### src/rtl/addsub_serial_nbits.sv
// Multi-cycle adder/subtractor: walks the operands chunk bits per clock, LSB first,
// and presents a registered result and flags with a start/busy/done handshake.
module addsub_serial_nbits #(
    parameter int width = 8,
    parameter int chunk = 2
) (
    input  logic             clk_i,
    input  logic             rst_i,
    input  logic             start_i,
    input  logic             mode_i,
    input  logic [width-1:0] a_i,
    input  logic [width-1:0] b_i,
    output logic [width-1:0] s_o,
    output logic             cout_o,
    output logic             ovf_o,
    output logic             zero_o,
    output logic             busy_o,
    output logic             done_o
);
    localparam int N  = width / chunk;
    localparam int CW = (N > 1) ? $clog2(N) : 1;

    typedef enum logic [1:0] {IDLE, RUN, DONE} state_t;

    state_t           state;
    logic [width-1:0] a_sh, b_sh, acc;
    logic             carry;
    logic [CW-1:0]    cnt;

    logic [chunk:0]   csum;
    logic [width-1:0] acc_nx;
    logic             last;

    // Operands shift right each cycle so the active chunk is always the low bits;
    // the chunk sum enters the accumulator from the top.
    always_comb begin
        csum   = (chunk+1)'(a_sh[chunk-1:0]) + (chunk+1)'(b_sh[chunk-1:0]) + (chunk+1)'(carry);
        acc_nx = (acc >> chunk) | (width'(csum[chunk-1:0]) << (width - chunk));
        last   = (cnt == CW'(N - 1));
    end

    always_ff @(posedge clk_i) begin
        if (rst_i) begin
            state  <= IDLE;
            a_sh   <= '0;
            b_sh   <= '0;
            acc    <= '0;
            carry  <= 1'b0;
            cnt    <= '0;
            s_o    <= '0;
            cout_o <= 1'b0;
            ovf_o  <= 1'b0;
            zero_o <= 1'b0;
            busy_o <= 1'b0;
            done_o <= 1'b0;
        end else begin
            done_o <= 1'b0;
            case (state)
                IDLE, DONE: begin
                    if (start_i) begin
                        a_sh   <= a_i;
                        b_sh   <= mode_i ? ~b_i : b_i;
                        carry  <= mode_i;
                        cnt    <= '0;
                        acc    <= '0;
                        busy_o <= 1'b1;
                        state  <= RUN;
                    end else begin
                        state  <= IDLE;
                    end
                end
                RUN: begin
                    acc   <= acc_nx;
                    carry <= csum[chunk];
                    a_sh  <= a_sh >> chunk;
                    b_sh  <= b_sh >> chunk;
                    cnt   <= cnt + CW'(1);
                    if (last) begin
                        // On the last chunk the low bits of a_sh/b_sh hold the operand MSBs.
                        s_o    <= acc_nx;
                        cout_o <= csum[chunk];
                        ovf_o  <= (a_sh[chunk-1] == b_sh[chunk-1]) && (csum[chunk-1] != a_sh[chunk-1]);
                        zero_o <= (acc_nx == '0);
                        busy_o <= 1'b0;
                        done_o <= 1'b1;
                        state  <= DONE;
                    end
                end
                default: state <= IDLE;
            endcase
        end
    end
endmodule
### config.mk
export PLATFORM = sky130hd
export DESIGN_NAME = addsub_serial_nbits
export DESIGN_NICKNAME = d
export VERILOG_FILES = /design/src/rtl/addsub_serial_nbits.sv
export SDC_FILE = /design/constraint.sdc
export NUM_CORES = 1
export LEC_CHECK = 0
export BUFFER_PORTS_ARGS = -buffer_cell sky130_fd_sc_hd__buf_2
export CAP_MARGIN = 20
export CORE_ASPECT_RATIO = 1.25
export CORE_MARGIN = 3
export CORE_UTILIZATION = 40
export DETAILED_ROUTE_END_ITERATION = 6
export PLACE_DENSITY = 0.72
export SLEW_MARGIN = 5
export SYNTH_ARGS = -nofsm -noshare
export SYNTH_HDL_FRONTEND = slang
export SYNTH_SLANG_ARGS = --single-unit
### constraint.sdc
create_clock -name clk_i -period 2.4 [get_ports clk_i]
set_input_delay 0.12 -clock clk_i [delete_from_list [all_inputs] [get_ports clk_i]]
set_output_delay 0.12 -clock clk_i [all_outputs]
set_load 0.01 [all_outputs]
==> impl_results.md <==
- Run status: finished, final reports clean
- Final Instance Count excl. Fillers: 274
- Post-CTS Setup Bufs: 0
- Startpoint types: flop
- Fraction of the mapped netlist area in compound gates: 17.4%
- Final setup fails: 0
- Fraction of layout cells with a size suffix above 1: 19.1%
- CP Data Arrival Time: 2.23 ns
- Setup TNS: 0 ns
- Vias: 1416
- Post-synthesis simple-gate area fraction: 19.8%
- First-pass GRT wire length: 5.47 mm
- Clock power frac: 38.3%
- Clock Latency Late Sink: 0.30 ns
- Nets: 243
- Buffers on Ports: 32
- Initial Util: 43.1%
- Tot GR Track Use: 13.8%
- CTS H-tree depth: 2
- RSZ-0062 raised after global routing: no
- Reg power frac: 50.6%
- Sequential cell area: 801 um2
- Syn_area_per_cell: 8.64 um2
- Final slew viol count: 0
- Die X: 64.0 um
- Final Wtd Congestion: 0.745
- # fillers: 402
- Clock transition at path regs: 0.08 ns
- Synth Area in Adders: 3.86%
- Net switching power: 339 uW
- Clock buffer depth: 2
- Slew margin rel.: 35.2%
- Vias in the first global route: 1203
- XOR/XNOR Fraction of Synth Area: 4.68%
- Req. time, crit path: 2.62 ns
- Commonest non-fill, non-tap cells in the layout: dfxtp_1 (40), a21oi_1 (36), buf_2 (32), nand2_1 (28), nand3_1 (26)
- Clk sinks: 40
- Multiplexer share of the synthesized area: 0%
- Syn. warnings: 0
- Synthesized area: 1680 um2
- Diode count: 0
- Post-route ant nets: 0
- CORE AREA: 3910 um2
- Initial antenna violation count: 0
- GRT overflow: 0
- Reg2reg start: a_sh[0]
- Die area: 5030 um2
- HP Start: a_i[6]
- Std cell rows: 25
- Syn_nets: 219
- Fin crit share: 84.0%
- Initial drt markers: 132
- Root Driver: clkbuf_8
- Total power: 1.40 mW
- Cell Pwr Density: 724 nW/um2
- I/O Pins: 33
- Hold Slack: 0.0519 ns
- Sw frac: 24.2%
- Via/cell ratio: 5.17
- CTS tree: yes
- Fin crit period: 2.02 ns
- Post-CTS sizing: 0
- Kind of critical path: flop to flop
- Post-layout util: 49.5%
- Max IR drop VDD: 0.382 mV
- Clock buffer count from CTS: 5
- Int Pwr: 1.06 mW
- Setup crit end: ovf_o
- Worst Tran Pin Value: 0.971 ns
- Largest net degree at the start of global routing: 41
- Min-delay worst type: input port to flop
- Routed len/inst: 12.2 um
- Synth unique cells: 25
- Comb pwr share: 11.0%
- Max Clk Rate: 496 MHz
- Setup crit end kind: flop
- Number of max-cap violations: 0
- Layout area overhead: 15.0%
- Most common cell after layout, fill and taps aside: dfxtp_1
- # hold bufs at CTS: 0
- Crit-path max FO: 4
- Drt drc: 0
- FF+latch count, synth: 40
- Mapped Cells: 195
- Cells on worst reg2reg path: 7
- DRT Pass-1 Iters: 4
- CP Launch Point: a_sh[0]
- R2R setup slack: 0.38 ns
- Area of the multi-input gates: 771 um2
- Register area share after synthesis: 47.5%
- Standby leakage power: 0.764 nW
- HPWL after DPL: 2.09 mm
- Die Ht: 78.5 um
- Largest family of logic cells by synthesized area: simple AND/OR/NAND/NOR gates
- Routed wire length: 3.34 mm
- Hold Vio Cnt, Final: 0
- Cells after DPL: 266
- Worst Clk Skew: 0.00832 ns
- R2r endpoint: ovf_o
## critical path: stages (launching register included)
cell     delay (ns)
dfxtp_1        0.33
inv_1          0.06
fa_1           0.41
inv_1          0.08
fa_1           0.47
xnor2_1        0.15
or3_1          0.30
a21oi_1        0.14
## power by group through the flow
| stage | Sequential, mW | Combinational (mW) | Clock (mW) |
|---|---|---|---|
| after detailed placement | 0.726 | 0.155 | 0 |
| after CTS | 0.710 | 0.156 | 0.546 |
| after global routing | 0.715 | 0.175 | 0.574 |
| final | 0.710 | 0.155 | 0.538 |
| after global placement | 0.725 | 0.154 | 0 |
| after floorplan | 0.722 | 0.123 | 0 |
## final cells by class
class	count	share of cell area (%)
Sequential cell	40	41.3
Multi-Input combinational cell	134	39.8
Timing Repair Buffer	34	9.04
Clock buffer	6	3.75
Tap cell	54	3.49
Clock inverter	2	1.81
Inverter	4	0.775
## how the worst min path moves through the flow
stage,end,slack [ns],depth (start not counted)
3_3_place_gp,a_sh[6],0.36,3
5_1_grt,a_sh[6],0.07,3
6_report,a_sh[6],0.05,3
3_5_place_dp,a_sh[6],0.37,3
4_1_cts,a_sh[6],0.05,3
2_1_floorplan,a_sh[6],0.26,2
## registers in the layout (all words and copies together) (netlist names)
signal  cells
a_sh        8
b_sh        8
s_o         8
acc         6
cnt         2
state       2
busy_o      1
carry       1
cout_o      1
done_o      1
ovf_o       1
zero_o      1
## routing by layer
layer  wire length (um)  vias up  share of wire, %  GRT usage (%)
li1                   -      713                 -              -
met1               1460      658                44           17.0
met2               1620       38                48           21.4
met3                196        7               5.9           3.86
met4                 70        0               2.1           7.78
met5                  0        -                 0              0
## Yosys cell counts (all sizes together)
| cell type | n | share of area [%] |
|---|---|---|
| dfxtp | 40 | 48 |
| a21oi | 36 | 11 |
| nand2 | 28 | 6.2 |
| nand3 | 26 | 7.7 |
| a22oi | 13 | 5.8 |
| buf | 13 | 4.9 |
| xor2 | 8 | 4.2 |
| nor2 | 5 | 1.1 |
| clkbuf | 4 | 0.89 |
| inv | 4 | 0.89 |
| nand2b | 4 | 1.5 |
| fa | 2 | 2.4 |
| ha | 2 | 1.5 |
| a211oi | 1 | 0.45 |
| and2b | 1 | 0.45 |
| and3b | 1 | 0.52 |
| nand3b | 1 | 0.67 |
| nor2b | 1 | 0.37 |
| nor4 | 1 | 0.37 |
| nor4b | 1 | 0.52 |
| o21a | 1 | 0.45 |
| or3 | 1 | 0.37 |
| xnor2 | 1 | 0.52 |
## logic make-up after synthesis
kind of cell               after synthesis
AOI/OAI and AO/OA                       51
DFF                                     40
xor gates and xnor gates                 9
and+or+nand+nor                         70
adders and majority gates                4
buffers and inverters                   21
## metrics by stage
stage / area [um2] / setup WS, ns
finish: 1940 / 0.384
global route: 1940 / 0.296
CTS: 1940 / 0.382
detailed placement: 1830 / 0.404
global placement: 1830 / 0.448
floorplan: 1680 / 0.500
Note: power is estimated with default switching activity, not from simulation.
